### src/rtl/two_bit_divider_if.sv
// Start/busy/done handshake bundle for two_bit_divider: the requester drives the
// start strobe and operands, the divider returns status and the result.
interface two_bit_divider_if #(
    parameter int DIVIDEND_W = 4,
    parameter int DIVISOR_W  = 2
);
    logic                  start;
    logic [DIVIDEND_W-1:0] dividend;
    logic [DIVISOR_W-1:0]  divisor;
    logic                  busy;
    logic                  done;
    logic [DIVIDEND_W-1:0] quotient;
    logic [DIVISOR_W-1:0]  remainder;
    logic                  div_by_zero;
    logic                  check_err;

    modport master (
        output start,
        output dividend,
        output divisor,
        input  busy,
        input  done,
        input  quotient,
        input  remainder,
        input  div_by_zero,
        input  check_err
    );

    modport slave (
        input  start,
        input  dividend,
        input  divisor,
        output busy,
        output done,
        output quotient,
        output remainder,
        output div_by_zero,
        output check_err
    );
endinterface

### src/rtl/two_bit_divider.sv
// Sequential restoring divider, one quotient bit per clock (inverse of the 2x2 multiplier).
// Define DIV_CHECK_EN to build the quotient*divisor+remainder self-check driving check_err.
module two_bit_divider #(
    parameter int DIVIDEND_W = 4,
    parameter int DIVISOR_W  = 2
) (
    input  logic               clk_i,
    input  logic               rst_i,
    two_bit_divider_if.slave   divIf
);

    localparam int CNT_W  = $clog2(DIVIDEND_W + 1);
    localparam int REM_W  = DIVISOR_W + 1;
    localparam int PROD_W = DIVIDEND_W + DIVISOR_W;

    typedef enum logic [1:0] {
        IDLE = 2'd0,
        RUN  = 2'd1,
        DONE = 2'd2
    } state_t;

    state_t                state_q,      state_d;
    logic [DIVIDEND_W-1:0] dividendSr_q, dividendSr_d;
    logic [DIVISOR_W-1:0]  divisor_q,    divisor_d;
    logic [REM_W-1:0]      partRem_q,    partRem_d;
    logic [DIVIDEND_W-1:0] quotSr_q,     quotSr_d;
    logic [CNT_W-1:0]      count_q,      count_d;
    logic [DIVIDEND_W-1:0] quotient_q,   quotient_d;
    logic [DIVISOR_W-1:0]  remainder_q,  remainder_d;
    logic                  divByZero_q,  divByZero_d;

    logic [REM_W-1:0]      shiftRem;
    logic [REM_W-1:0]      stepRem;
    logic                  stepBit;
    logic [DIVIDEND_W-1:0] stepQuot;

`ifdef DIV_CHECK_EN
    logic [DIVIDEND_W-1:0] dividendCap_q, dividendCap_d;
    logic                  checkErr_q,    checkErr_d;
    logic [PROD_W-1:0]     recon;
`endif

    // The extra partial-remainder bit keeps the compare against the divisor from overflowing.
    always_comb begin
        shiftRem = {partRem_q[DIVISOR_W-1:0], dividendSr_q[DIVIDEND_W-1]};
        stepRem  = shiftRem;
        stepBit  = 1'b0;
        if (shiftRem >= {1'b0, divisor_q}) begin
            stepRem = shiftRem - {1'b0, divisor_q};
            stepBit = 1'b1;
        end
        stepQuot = DIVIDEND_W'({quotSr_q, stepBit});
    end

`ifdef DIV_CHECK_EN
    assign recon = PROD_W'(stepQuot) * PROD_W'(divisor_q)
                 + PROD_W'(stepRem[DIVISOR_W-1:0]);
`endif

    always_comb begin
        state_d      = state_q;
        dividendSr_d = dividendSr_q;
        divisor_d    = divisor_q;
        partRem_d    = partRem_q;
        quotSr_d     = quotSr_q;
        count_d      = count_q;
        quotient_d   = quotient_q;
        remainder_d  = remainder_q;
        divByZero_d  = divByZero_q;
`ifdef DIV_CHECK_EN
        dividendCap_d = dividendCap_q;
        checkErr_d    = 1'b0;
`endif

        case (state_q)
            IDLE, DONE: begin
                if (state_q == DONE) begin
                    state_d = IDLE;
                end
                // DONE accepts a new start exactly like IDLE, allowing back-to-back requests.
                if (divIf.start) begin
                    dividendSr_d = divIf.dividend;
                    divisor_d    = divIf.divisor;
                    partRem_d    = '0;
                    quotSr_d     = '0;
                    count_d      = CNT_W'(DIVIDEND_W);
                    divByZero_d  = 1'b0;
`ifdef DIV_CHECK_EN
                    dividendCap_d = divIf.dividend;
`endif
                    if (divIf.divisor == '0) begin
                        state_d     = DONE;
                        quotient_d  = '1;
                        remainder_d = '0;
                        divByZero_d = 1'b1;
                    end else begin
                        state_d = RUN;
                    end
                end
            end

            RUN: begin
                partRem_d    = stepRem;
                dividendSr_d = dividendSr_q << 1;
                quotSr_d     = stepQuot;
                count_d      = count_q - CNT_W'(1);
                if (count_q == CNT_W'(1)) begin
                    state_d     = DONE;
                    quotient_d  = stepQuot;
                    remainder_d = stepRem[DIVISOR_W-1:0];
                    divByZero_d = 1'b0;
`ifdef DIV_CHECK_EN
                    checkErr_d  = (recon != PROD_W'(dividendCap_q));
`endif
                end
            end

            default: begin
                state_d = IDLE;
            end
        endcase
    end

    always_ff @(posedge clk_i or posedge rst_i) begin
        if (rst_i) begin
            state_q      <= IDLE;
            dividendSr_q <= '0;
            divisor_q    <= '0;
            partRem_q    <= '0;
            quotSr_q     <= '0;
            count_q      <= '0;
            quotient_q   <= '0;
            remainder_q  <= '0;
            divByZero_q  <= 1'b0;
        end else begin
            state_q      <= state_d;
            dividendSr_q <= dividendSr_d;
            divisor_q    <= divisor_d;
            partRem_q    <= partRem_d;
            quotSr_q     <= quotSr_d;
            count_q      <= count_d;
            quotient_q   <= quotient_d;
            remainder_q  <= remainder_d;
            divByZero_q  <= divByZero_d;
        end
    end

`ifdef DIV_CHECK_EN
    always_ff @(posedge clk_i or posedge rst_i) begin
        if (rst_i) begin
            dividendCap_q <= '0;
            checkErr_q    <= 1'b0;
        end else begin
            dividendCap_q <= dividendCap_d;
            checkErr_q    <= checkErr_d;
        end
    end

    assign divIf.check_err = checkErr_q;
`else
    assign divIf.check_err = 1'b0;
`endif

    assign divIf.busy        = (state_q == RUN);
    assign divIf.done        = (state_q == DONE);
    assign divIf.quotient    = quotient_q;
    assign divIf.remainder   = remainder_q;
    assign divIf.div_by_zero = divByZero_q;

endmodule
### src/flat_wrapper.sv
// flat-port wrapper written by rule: the top's interface ports become plain ports
module two_bit_divider_flat 
#(
    parameter int DIVIDEND_W = 4,
    parameter int DIVISOR_W  = 2
)
  (clk_i, rst_i, divIf_start, divIf_dividend, divIf_divisor, divIf_busy, divIf_done, divIf_quotient, divIf_remainder, divIf_div_by_zero, divIf_check_err);
  two_bit_divider_if #(.DIVIDEND_W(DIVIDEND_W), .DIVISOR_W(DIVISOR_W)) divIf_i ();
  input  logic clk_i;
  input  logic rst_i;
  input wire logic [$bits(divIf_i.start)-1:0] divIf_start;
  input wire logic [$bits(divIf_i.dividend)-1:0] divIf_dividend;
  input wire logic [$bits(divIf_i.divisor)-1:0] divIf_divisor;
  output wire logic [$bits(divIf_i.busy)-1:0] divIf_busy;
  output wire logic [$bits(divIf_i.done)-1:0] divIf_done;
  output wire logic [$bits(divIf_i.quotient)-1:0] divIf_quotient;
  output wire logic [$bits(divIf_i.remainder)-1:0] divIf_remainder;
  output wire logic [$bits(divIf_i.div_by_zero)-1:0] divIf_div_by_zero;
  output wire logic [$bits(divIf_i.check_err)-1:0] divIf_check_err;
  assign divIf_i.start = divIf_start;
  assign divIf_i.dividend = divIf_dividend;
  assign divIf_i.divisor = divIf_divisor;
  assign divIf_busy = divIf_i.busy;
  assign divIf_done = divIf_i.done;
  assign divIf_quotient = divIf_i.quotient;
  assign divIf_remainder = divIf_i.remainder;
  assign divIf_div_by_zero = divIf_i.div_by_zero;
  assign divIf_check_err = divIf_i.check_err;
  two_bit_divider #(.DIVIDEND_W(DIVIDEND_W), .DIVISOR_W(DIVISOR_W)) u_core (.clk_i(clk_i), .rst_i(rst_i), .divIf(divIf_i));
endmodule
### config.mk
export PLATFORM = sky130hd
export DESIGN_NAME = two_bit_divider_flat
export DESIGN_NICKNAME = d
export VERILOG_FILES = /design/src/rtl/two_bit_divider_if.sv /design/src/rtl/two_bit_divider.sv /design/src/flat_wrapper.sv
export SDC_FILE = /design/constraint.sdc
export NUM_CORES = 1
export LEC_CHECK = 0
export ABC_AREA = 1
export CAP_MARGIN = 5
export CORE_AREA = 2 2 44 46
export CTS_BUF_LIST = sky130_fd_sc_hd__clkbuf_4 sky130_fd_sc_hd__clkbuf_8
export CTS_CLUSTER_DIAMETER = 100
export DETAILED_ROUTE_END_ITERATION = 10
export DIE_AREA = 0 0 46 48
export DONT_BUFFER_PORTS = 1
export MAX_ROUTING_LAYER = met4
export PLACE_DENSITY = 0.78
export REMOVE_ABC_BUFFERS = 1
export SETUP_SLACK_MARGIN = 0.1
export SKIP_CTS_REPAIR_TIMING = 1
export SLEW_MARGIN = 20
export SYNTH_ARGS = -nofsm -noshare
export SYNTH_HDL_FRONTEND = slang
export SYNTH_SLANG_ARGS = --single-unit
export TNS_END_PERCENT = 5
### constraint.sdc
create_clock -name clk_i -period 3.2 [get_ports clk_i]
set_input_delay 0.64 -clock clk_i [delete_from_list [all_inputs] [get_ports clk_i]]
set_output_delay 0.64 -clock clk_i [all_outputs]
set_load 0.01 [all_outputs]
Yosys cells after proc, flatten, opt, wreduce, memory -nomap -nowiden --
Cells that the tools add are included.
Storage, ports and cells: ROM bits 0, bits in latches 0, register bits 23, memory bits (writable) 0, memories kept 0, input bits 9
Cells by class: div/mod/pow operators 0, $mul 0, eq/ne operators 7, shift operators 0, magnitude comparators 1, reductions and logical operators 9, bitwise logic cells 0, multiplexer cells 27, add/sub/neg operators 2
Operators by type and width (number):
- $mux W2 | 9
- $mux W4 | 4
- $pmux W4 S2 | 2
- $pmux W2 S2 | 3
- $pmux W3 S2 | 2
- $mux W3 | 2
- $reduce_and A2 Y1 | 3
- $logic_not A2 Y1 | 2
- $mux W1 | 4
- $ne A2 B1 Y1 const B | 2
- $reduce_and A4 Y1 | 1
- $eq A3 B1 Y1 const B | 1
- $ge A3 B2 Y1 | 1
- $ne A3 B3 Y1 const B | 1
- $reduce_and A3 Y1 | 1
- $sub A3 B1 Y3 const B | 1
- $eq A2 B1 Y1 const B | 1
- $eq A2 B2 Y1 const B | 1
- $ne A2 B2 Y1 const B | 1
- $pmux W1 S2 | 1
- $reduce_bool A2 Y1 | 1
- $reduce_or A2 Y1 | 1
- $sub A2 B2 Y2 | 1

Longest topological paths before layout --
Gate-level depths: netlist of the first run.
depth in word-level cells 4, mapped depth 10

Worst setup path before layout of the first run --
Ideal clock, no wire load.
kind register -> output, start point reg u_core.state_q[1], end point out divIf_busy, arrival 0.729 ns, slack 1.831 ns, cell stages (with the launch flop) 3, path buffers 1, cell sequence dfrtp_1 nor2_8 buf_4
On the way: cells in the longest elaborated chain, start to end 1
Ends and longest elaborated chain:
- from (decl) | line two_bit_divider.sv:22 | state_t state_q, state_d;
- from (signal assigned) | line two_bit_divider.sv:136 | state_q <= state_d;
- $eq A2 B1 Y1 | line two_bit_divider.sv:164 | assign divIf.busy = (state_q == RUN);
- to (decl) | line flat_wrapper.sv:14 | output wire logic [$bits(divIf_i.busy)-1:0] divIf_busy;
Every way passes these cells.

Final worst setup path of the first run --
start point reg u_core.state_q[1], end point out divIf_done
On the way: cells in the longest elaborated chain, start to end 1
Ends and longest elaborated chain:
- $eq A2 B2 Y1 | line two_bit_divider.sv:165 | assign divIf.done = (state_q == DONE);
- to (decl) | line flat_wrapper.sv:15 | output wire logic [$bits(divIf_i.done)-1:0] divIf_done;
Every way passes these cells.

==> results of run 1 <==
-- worst max-delay path, stage by stage (launching register included) --
cell and delay (ns):
dfrtp_1 0.46, inv_1 0.07, nor2_1 0.22
-- worst min-delay path by stage --
stage | start | end
4_1_cts | rst_i | u_core.divIf.quotient[2]$_DFFE_PP0P_
3_3_place_gp | u_core.count_q[2]$_DFFE_PP0P_ | u_core.count_q[2]$_DFFE_PP0P_
2_1_floorplan | u_core.count_q[2]$_DFFE_PP0P_ | u_core.count_q[2]$_DFFE_PP0P_
6_report | rst_i | u_core.divIf.quotient[2]$_DFFE_PP0P_
5_1_grt | rst_i | u_core.divIf.quotient[2]$_DFFE_PP0P_
3_5_place_dp | u_core.divisor_q[0]$_DFFE_PP0P_ | u_core.divisor_q[0]$_DFFE_PP0P_
-- sequential cells by signal (all words and copies together) (netlist names) --
register	flops
u_core.divIf.quotient	4
u_core.dividendSr_q	4
u_core.count_q	3
u_core.quotSr_q	3
u_core.divIf.remainder	2
u_core.divisor_q	2
u_core.partRem_q	2
u_core.state_q	2
u_core.divIf.div_by_zero	1
-- layout make-up --
type | count | area [sq um] | area share (%)
Clock buffer | 3 | 22.5 | 2.00
Inverter | 18 | 72.6 | 6.46
Multi-Input combinational cell | 80 | 427 | 38.0
Clock inverter | 1 | 5.00 | 0.445
Tap cell | 17 | 21.3 | 1.89
Sequential cell | 23 | 576 | 51.2
-- layout by cell type (no fill, tap or decap), drive strengths merged --
cell type   n
nand2      45
clkbuf      3
inv        18
ha          4
clkinv      1
dfrtp      23
nor2        6
a22o        1
conb        1
o22ai       2
nor3        1
nand4       2
nand3       6
o211ai      3
o21ai       9
-- routing by layer --
metal  global-route usage [%]  share of wire, %  wire length, um
met5                        -                 0                0
met1                     25.1                41              828
met3                     4.53               6.3              129
met4                     10.3               3.5               72
met2                     40.3                50             1010
-- cell families after synthesis --
logic type | Yosys count | synth area share [%]
compound gates | 15 | 9.19
fa+ha+maj | 4 | 4.59
buf+inv | 20 | 8.04
flops | 23 | 52.8
other cells | 1 | 0.344
simple gates | 60 | 25.0
-- power by group --
part	total [mW]	internal (mW)	leakage (nW)	switching, mW
clock network	0.136	0.0468	0.0177	0.0896
logic	0.551	0.178	0.301	0.372
registers	0.519	0.424	0.285	0.0945
-- through the flow --
step           cell area, sq um  std cells
6_report                   1120        142
5_1_grt                    1120        142
4_1_cts                    1120        142
3_5_place_dp               1100        138
3_3_place_gp               1100        138
2_1_floorplan              1070        121
==> results.py, run 1 <==
metrics = {
    "outcome": {
        "status": "finished clean",
    },
    "cells_and_area": {
        "fin_util_pct": 66.5,
        "drive_gt1_share_pct": 10.4,
        "fin_nets": 139,
        "num_antenna_cells": 0,
        "syn_to_final_growth_pct": 3.10,
        "nFillCells": 151,
    },
    "global_routing": {
        "grt_max_degree": 24,
        "grt_pass1_vias": 811,
        "grt_pass1_wl_um": 3400,
        "overflow": 0,
        "gr-usage-all-layers_pct": 23.0,
        "antenna_found_initial": 0,
    },
    "logic_synthesis": {
        "synthFlopType": "dfrtp_1",
        "async_flop_share_pct": 100,
        "synth_edf_count": 0,
        "synth-seq-area-share_pct": 52.8,
        "synth_warnings": 0,
        "yosysTopAreaCell": "dfrtp_1",
        "netlist_instances": 123,
        "yosysMostFrequentCell": "nand2_1",
        "ys_ff_latch": 23,
        "syn-mean-instance-area_sq_um": 8.86,
        "netlist.area_leader.share_pct": 52.8,
        "yosys-top-cells-area": "dfrtp_1 (53%), nand2_1 (14%), inv_1 (4.8%)",
        "synth_common_cells": "nand2_1 (42), dfrtp_1 (23), inv_1 (14)",
        "synth_area_sq_mm": 0.00109,
        "synth_cell_type_count": 20,
    },
    "sta": {
        "fin_crit_ns": 1.70,
        "finalHoldViolCount": 0,
        "rsz0062_at_grt": "no",
        "tightest_slew_ns": 0.823,
        "worst_slack_ns": 1.50,
        "finClkSkew_ns": 0.00216,
        "drv_slew": 0,
        "max_slew_margin_pct": 45.1,
        "fin_crit_sh_pct": 53.0,
        "fmax_mhz": 589,
        "hold_slack_ns": 0.356,
        "setup_viol": 0,
        "setup-tns-final_ns": 0,
    },
    "placement": {
        "port_buffers": 0,
        "dp_slack_ns": 1.82,
        "hpwl_um": 1520,
        "place_congestion": 0.825,
    },
    "floorplan": {
        "die_w_um": 46,
        "die_h_um": 48,
        "start_util_pct": 64.5,
        "num_rows": 15,
        "pin_count": 19,
        "fp.dieArea_sq_mm": 0.00221,
        "core_sq_mm": 0.00169,
    },
    "critical_path": {
        "r2r_start": "u_core.state_q[1]$_DFFE_PP0P_",
        "rr_endpoint": "u_core.divIf.remainder[0]$_DFFE_PP0P_",
        "critPathKind": "reg -> out",
        "startpoint_type": "register",
        "crit_required_ns": 2.56,
        "cp_max_fo": 2,
        "critPathCaptureType": "output port",
        "cp-endpoint": "divIf_done",
        "startpoint": "u_core.state_q[1]$_DFFE_PP0P_",
        "rrSetupSlack_ns": 1.79,
        "reg2reg_depth": 6,
        "cp.arrival_ns": 1.06,
    },
    "routing": {
        "dr.pass1.iters": 4,
        "wl_per_cell_um": 14.4,
        "num_vias": 824,
        "drc_errors": 0,
        "detail-route-antenna-nets": 0,
        "drt-total-wl_um": 2040,
        "initialDrtViolationCount": 26,
        "viasPerCell": 5.80,
    },
    "clocking": {
        "clockBufferDepth": 2,
        "htreeDepth": 1,
        "cts_root_buf": "clkbuf_4",
        "path_clk_slew_ns": 0.13,
        "cts_tree": "done",
        "clkLatencyLatePin_ns": 0.31,
        "numCtsBuffers": 3,
        "cts.sinks": 23,
    },
    "pwr": {
        "p_leak_nw": 0.604,
        "ir_worst_vdd_mv": 0.550,
        "p_total_mw": 1.21,
        "p_per_area_mw_per_mm2": 1070,
    },
    "hold_path": {
        "hold_class": "in -> async",
    },
    "flow_run": {
        "maxCapViolCount": 0,
    },
}
(Power assumes the default switching activity.)
==> run 2: changes to the inputs <==
--- a/config.mk
+++ b/config.mk
@@ -7,14 +7,14 @@
 export LEC_CHECK = 0
 export ABC_AREA = 1
 export CAP_MARGIN = 5
-export CORE_AREA = 2 2 44 46
+export CORE_AREA = 2 2 47 49
 export CTS_BUF_LIST = sky130_fd_sc_hd__clkbuf_4 sky130_fd_sc_hd__clkbuf_8
 export CTS_CLUSTER_DIAMETER = 100
 export DETAILED_ROUTE_END_ITERATION = 10
-export DIE_AREA = 0 0 46 48
+export DIE_AREA = 0 0 49 51
 export DONT_BUFFER_PORTS = 1
 export MAX_ROUTING_LAYER = met4
-export PLACE_DENSITY = 0.78
+export PLACE_DENSITY = 0.72
 export REMOVE_ABC_BUFFERS = 1
 export SETUP_SLACK_MARGIN = 0.1
 export SKIP_CTS_REPAIR_TIMING = 1
==> constraint.sdc (replaced) <==
create_clock -name clk_i -period 1.4 [get_ports clk_i]
set_input_delay 0.28 -clock clk_i [delete_from_list [all_inputs] [get_ports clk_i]]
set_output_delay 0.28 -clock clk_i [all_outputs]
set_load 0.01 [all_outputs]
==> run 2 against run 1 <==
Net effect:
- design area is 15% higher
- largest cell class unchanged
- flip-flop and latch count stayed put
- setup slack worse by 1.5 ns
- hold slack worse by 0.26 ns
- sequential power is 130% higher
- sequential share of layout area is 6.7 points lower
- die area is 13% higher
- via count is 0.24% higher
- clock skew is 0.0053 ns higher
- non-clock buffer count is 7 higher
==> results.py, run 2 (synthesis gave the netlist of run 1 again) <==
metrics = {
    "outcome": {
        "status": "finished clean",
    },
    "critical_path": {
        "crit_slowest_cell": "dfrtp_1",
        "worstPathCellList": "inv_2, nor2_8, buf_12",
        "critPathKind": "reg -> out",
        "rrSetupSlack_ns": 0.10,
        "startpoint_type": "register",
        "r2r_start": "u_core.state_q[0]$_DFFE_PP0P_",
        "cp_num_cells": 3,
        "rr_endpoint": "u_core.divIf.quotient[0]$_DFFE_PP0P_",
        "worst-path-buf-inv": 2,
        "cp_max_fo": 6,
        "critPathCaptureType": "output port",
        "cp.arrival_ns": 1.07,
        "reg2reg_depth": 7,
        "cp_top_family": "flip-flops",
        "crit_required_ns": 1.12,
        "critPathMaxStageDelay_ns": 0.39,
    },
    "sta": {
        "drv_slew": 0,
        "setup_viol": 0,
        "rsz0062_at_grt": "yes",
        "finalHoldViolCount": 0,
        "fin_crit_sh_pct": 96.5,
        "finClkSkew_ns": 0.00746,
        "fmax_mhz": 740,
        "worst_slack_ns": 0.0489,
        "fin_crit_ns": 1.35,
        "hold_slack_ns": 0.0961,
    },
    "floorplan": {
        "start_util_pct": 52.8,
        "pin_count": 19,
        "fp.dieArea_sq_mm": 0.00250,
        "die_h_um": 51,
        "die_w_um": 49,
        "core_sq_mm": 0.00206,
        "num_rows": 17,
    },
    "routing": {
        "dr.pass1.iters": 4,
        "viasPerCell": 5.16,
        "detail-route-antenna-nets": 0,
        "initialDrtViolationCount": 5,
        "num_vias": 826,
        "drt-total-wl_um": 2180,
        "drc_errors": 0,
        "wl_per_cell_um": 13.6,
    },
    "clocking": {
        "clkLatencyLatePin_ns": 0.30,
        "htreeDepth": 1,
        "numCtsBuffers": 3,
        "cts_tree": "done",
        "clockBufferDepth": 2,
        "cts.sinks": 23,
        "cts_root_buf": "clkbuf_4",
        "path_clk_slew_ns": 0.12,
    },
    "global_routing": {
        "grt_max_degree": 24,
        "gr-usage-all-layers_pct": 19.2,
        "overflow": 0,
        "antenna_found_initial": 0,
        "grt_pass1_wl_um": 3420,
        "grt_pass1_vias": 816,
    },
    "hold_path": {
        "hold_depth": 2,
        "hp-start": "divIf_divisor[1]",
        "hold_class": "in -> reg",
        "min_to": "u_core.divisor_q[1]$_DFFE_PP0P_",
    },
    "cells_and_area": {
        "fin_util_pct": 62.8,
        "drive_gt1_share_pct": 24.2,
        "multi_input_area_sq_um": 493,
        "final_cell_mix": "nand2_1 (38), dfrtp_1 (22), inv_1 (11)",
        "num_antenna_cells": 0,
        "nFillCells": 178,
        "register_area_sq_um": 577,
        "fin_nets": 146,
        "syn_to_final_growth_pct": 18.9,
        "layout_commonest_cell": "nand2_1",
    },
    "pwr": {
        "ir_worst_vdd_mv": 1.68,
        "p_per_area_mw_per_mm2": 2570,
        "p_leak_nw": 0.649,
    },
    "placement": {
        "dp_slack_ns": 0.0120,
        "port_buffers": 0,
        "hpwl_um": 1470,
        "place_congestion": 0.769,
    },
    "flow_run": {
        "maxCapViolCount": 0,
    },
}
[run 2: changes by cell type in the layout (fill, tap and decap cells not counted), moves of 2 or more]
cell | previous run | this run
nand2_2 | 1 | 3
nand3_1 | 6 | 4
buf_4 | 0 | 4
ha_1 | 4 | 2
inv_1 | 14 | 11
ha_4 | 0 | 2
inv_2 | 2 | 4
nand3_2 | 0 | 2
nand2_1 | 42 | 38
[run 2: worst max path at each step]
stage / startpoint / end / slack [ns]
after floorplan: u_core.divisor_q[0]$_DFFE_PP0P_ / u_core.divIf.remainder[1]$_DFFE_PP0P_ / 0.16
after global placement: u_core.dividendSr_q[3]$_DFFE_PP0P_ / u_core.divIf.remainder[0]$_DFFE_PP0P_ / 0.07
after detailed placement: u_core.divisor_q[0]$_DFFE_PP0P_ / u_core.divIf.remainder[0]$_DFFE_PP0P_ / 0.01
after CTS: u_core.state_q[1]$_DFFE_PP0P_ / divIf_busy / -0.02
after global routing: u_core.state_q[0]$_DFFE_PP0P_ / divIf_busy / -0.003
final: u_core.state_q[0]$_DFFE_PP0P_ / divIf_busy / 0.05
[run 2: area by class of cell]
| class | count | share of cell area (%) |
|---|---|---|
| Clock buffer | 4 | 2.32 |
| Inverter | 18 | 5.89 |
| Multi-Input combinational cell | 80 | 38.0 |
| Sequential cell | 23 | 44.5 |
| Tap cell | 28 | 2.70 |
| Timing Repair Buffer | 7 | 6.56 |
[run 2: report_power, final]
part           internal (mW)  switching, mW
sequential             0.972          0.231
clock                  0.130          0.186
combinational          0.762           1.05
[run 2: metrics by stage]
step	total power [mW]	cell area, sq um	setup TNS (ns)	std cells
4_1_cts	2.79	1150	-0.0290	155
5_1_grt	3.63	1300	-0.00348	160
3_5_place_dp	2.47	1120	0	151
6_report	3.33	1300	0	160
3_3_place_gp	2.40	1120	0	151
2_1_floorplan	2.15	1070	0	121
[run 2: per-layer routing]
metal  track usage [%]  part of all wire (%)  vias up
met2              32.2                    52       19
met5                 -                     0        -
met4              11.4                   2.6        0
li1                  -                     -      408
met1              20.8                    41      393
met3              4.97                   3.6        6
[run 2: worst register-to-register path, stage by stage (launching register included)]
cell and delay [ns]:
dfrtp_1 0.39, inv_2 0.08, nor2_8 0.16, inv_4 0.10
o21ai_4 0.25, inv_2 0.10, nand2_1 0.07, nand2_1 0.05
==> run 3: changes to the inputs <==
--- a/config.mk
+++ b/config.mk
@@ -5,7 +5,6 @@
 export SDC_FILE = /design/constraint.sdc
 export NUM_CORES = 1
 export LEC_CHECK = 0
-export ABC_AREA = 1
 export CAP_MARGIN = 5
 export CORE_AREA = 2 2 47 49
 export CTS_BUF_LIST = sky130_fd_sc_hd__clkbuf_4 sky130_fd_sc_hd__clkbuf_8
==> run 3 against run 2 <==
Net effect:
- the flow now finishes with violations (setup timing)
- design area increased by 17%
- global-route usage increased by 1.3 points
- die area unchanged
- critical endpoint is now u_core.divIf.remainder[1]$_DFFE_PP0P_
==> results.py, run 3 <==
metrics = {
    "clocking": {
        "clkLatencyLatePin_ns": 0.30,
        "cts_tree": "done",
        "cts.sinks": 23,
        "cts_root_buf": "clkbuf_4",
        "clockBufferDepth": 2,
        "path_clk_slew_ns": 0.12,
        "htreeDepth": 1,
        "numCtsBuffers": 3,
    },
    "global_routing": {
        "grt_max_degree": 24,
        "grt_pass1_wl_um": 3800,
        "grt_pass1_vias": 824,
        "overflow": 0,
        "gr-usage-all-layers_pct": 20.5,
        "antenna_found_initial": 0,
    },
    "sta": {
        "rsz0062_at_grt": "yes",
        "fin_crit_sh_pct": 111,
        "setup-tns-final_ns": -0.259,
        "finClkSkew_ns": 0.00273,
        "finalHoldViolCount": 0,
        "fmax_mhz": 643,
        "hold_slack_ns": 0.0795,
        "worst_slack_ns": -0.154,
        "fin_crit_ns": 1.55,
        "drv_slew": 0,
        "setup_viol": 3,
    },
    "routing": {
        "wl_met1_um": 1130,
        "drt-total-wl_um": 2610,
        "route.met2.wl_um": 1340,
        "maxUsedRoutingLayer": "met4",
        "detail-route-antenna-nets": 0,
        "wl_per_cell_um": 16.0,
        "num_vias": 912,
        "dr_wl_met3_um": 127,
        "drc_errors": 0,
        "viasPerCell": 5.60,
        "initialDrtViolationCount": 22,
        "dr.pass1.iters": 4,
    },
    "hold_path": {
        "hold_class": "in -> reg",
    },
    "cells_and_area": {
        "drive_gt1_share_pct": 46.7,
        "multi_input_area_sq_um": 594,
        "layout.cells.non_filler": 163,
        "num_antenna_cells": 0,
        "layout_commonest_cell": "buf_4",
        "register_area_sq_um": 577,
        "syn_to_final_growth_pct": 38.4,
        "nFillCells": 150,
        "final_cell_mix": "buf_4 (29), dfrtp_1 (22), nand2_1 (12)",
        "fin_nets": 149,
    },
    "logic_synthesis": {
        "netlist.area_leader.share_pct": 52.6,
        "synth-seq-area-share_pct": 52.6,
        "synth_edf_count": 0,
        "netlist_instances": 104,
        "synth_warnings": 0,
        "yosysMostFrequentCell": "dfrtp_1",
        "syn-mean-instance-area_sq_um": 10.5,
        "synthFlopType": "dfrtp_1",
        "synth_area_sq_mm": 0.00109,
        "async_flop_share_pct": 100,
        "synth_cell_type_count": 36,
        "yosys-top-cells-area": "dfrtp_1 (53%), ha_1 (4.6%), nand2_1 (4.1%)",
        "yosysTopAreaCell": "dfrtp_1",
        "synth_common_cells": "dfrtp_1 (23), nand2_1 (12), a21oi_1 (6), inv_1 (6)",
        "ys_ff_latch": 23,
    },
    "floorplan": {
        "num_rows": 17,
        "die_w_um": 49,
        "die_h_um": 51,
        "pin_count": 19,
        "core_sq_mm": 0.00206,
        "start_util_pct": 53.1,
        "fp.dieArea_sq_mm": 0.00250,
    },
    "critical_path": {
        "critPathMaxStageDelay_ns": 0.41,
        "crit_required_ns": 1.60,
        "critPathKind": "reg -> reg",
        "cp.arrival_ns": 1.75,
        "startpoint_type": "register",
        "cp_max_fo": 2,
        "worst-path-buf-inv": 1,
        "cp_top_family": "compound AO/OA/AOI/OAI gates",
        "critPathCaptureType": "register",
        "worstPathCellList": "inv_2, ha_4, a2111oi_4, a2111oi_2, mux2_4",
        "crit_slowest_cell": "dfrtp_1",
    },
    "placement": {
        "port_buffers": 0,
        "hpwl_um": 1670,
        "dp_cells": 153,
        "dp_slack_ns": -0.246,
        "place_congestion": 0.761,
    },
    "pwr": {
        "p_leak_nw": 0.675,
        "p_total_mw": 3.89,
        "p_per_area_mw_per_mm2": 2570,
        "ir_worst_vdd_mv": 1.71,
    },
    "flow_run": {
        "maxCapViolCount": 0,
    },
    "outcome": {
        "violations": "setup timing",
        "status": "complete, but fails checks",
    },
}
==> run 3: cell types whose count changed after synthesis, moves of 3 or more <==
cell,previous run,this run
inv_1,14,6
o2bb2ai_1,0,3
nand3_1,6,3
nor2b_1,0,5
nand2_1,42,12
o211ai_1,3,0
nor3_1,1,5
a21oi_1,0,6
nand2b_1,0,3
o21ai_0,8,3
==> run 3: cell type report <==
type	instances	area share, %
clock buffer	4	1.98
timing repair buffer	32	16.5
multi-input combinational	69	39.2
sequential	23	38.1
inverter	7	1.90
tap	28	2.31
==> run 3: cell families after synthesis <==
group	Yosys count	synth area share (%)
compound gates	27	17.1
simple gates	36	18.7
fa+ha+maj	4	4.57
other cells	1	0.343
buf+inv	12	5.26
mux	1	1.37
flops	23	52.6
==> run 3: stage by stage <==
stage                     utilization (%)  area (sq um)
after CTS                            64.2          1320
after floorplan                         -          1060
after global routing                 73.4          1520
final                                73.4          1520
after detailed placement             62.7          1290
after global placement               62.7          1290
==> run 3: final timing paths <==
check	startpoint	to	slack (ns)	depth (start not counted)
setup / recovery	u_core.dividendSr_q[3]$_DFFE_PP0P_	u_core.divIf.remainder[1]$_DFFE_PP0P_	-0.15	5
hold / removal	divIf_divisor[0]	u_core.divisor_q[0]$_DFFE_PP0P_	0.08	2
setup reg to reg	u_core.dividendSr_q[3]$_DFFE_PP0P_	u_core.divIf.remainder[1]$_DFFE_PP0P_	-0.15	5
hold reg to reg	u_core.dividendSr_q[2]$_DFFE_PP0P_	u_core.dividendSr_q[2]$_DFFE_PP0P_	0.51	2
max in group asynchronous	rst_i	u_core.state_q[0]$_DFFE_PP0P_	0.71	3
min in group asynchronous	rst_i	u_core.dividendSr_q[1]$_DFFE_PP0P_	0.45	3
==> run 3: power breakdown <==
part | internal (mW) | switching [mW] | leakage [nW] | total, mW
clock network | 0.130 | 0.186 | 0.0184 | 0.316
logic | 1.27 | 1.05 | 0.379 | 2.32
registers | 0.961 | 0.296 | 0.278 | 1.26
total | 2.36 | 1.53 | 0.675 | 3.89
==> run 3: metal layers <==
layer  global-route usage (%)  vias to the layer above
met3                     3.80                        2
met4                     5.71                        0
met5                        -                        -
met1                     26.4                      449
met2                     33.8                       28
li1                         -                      433
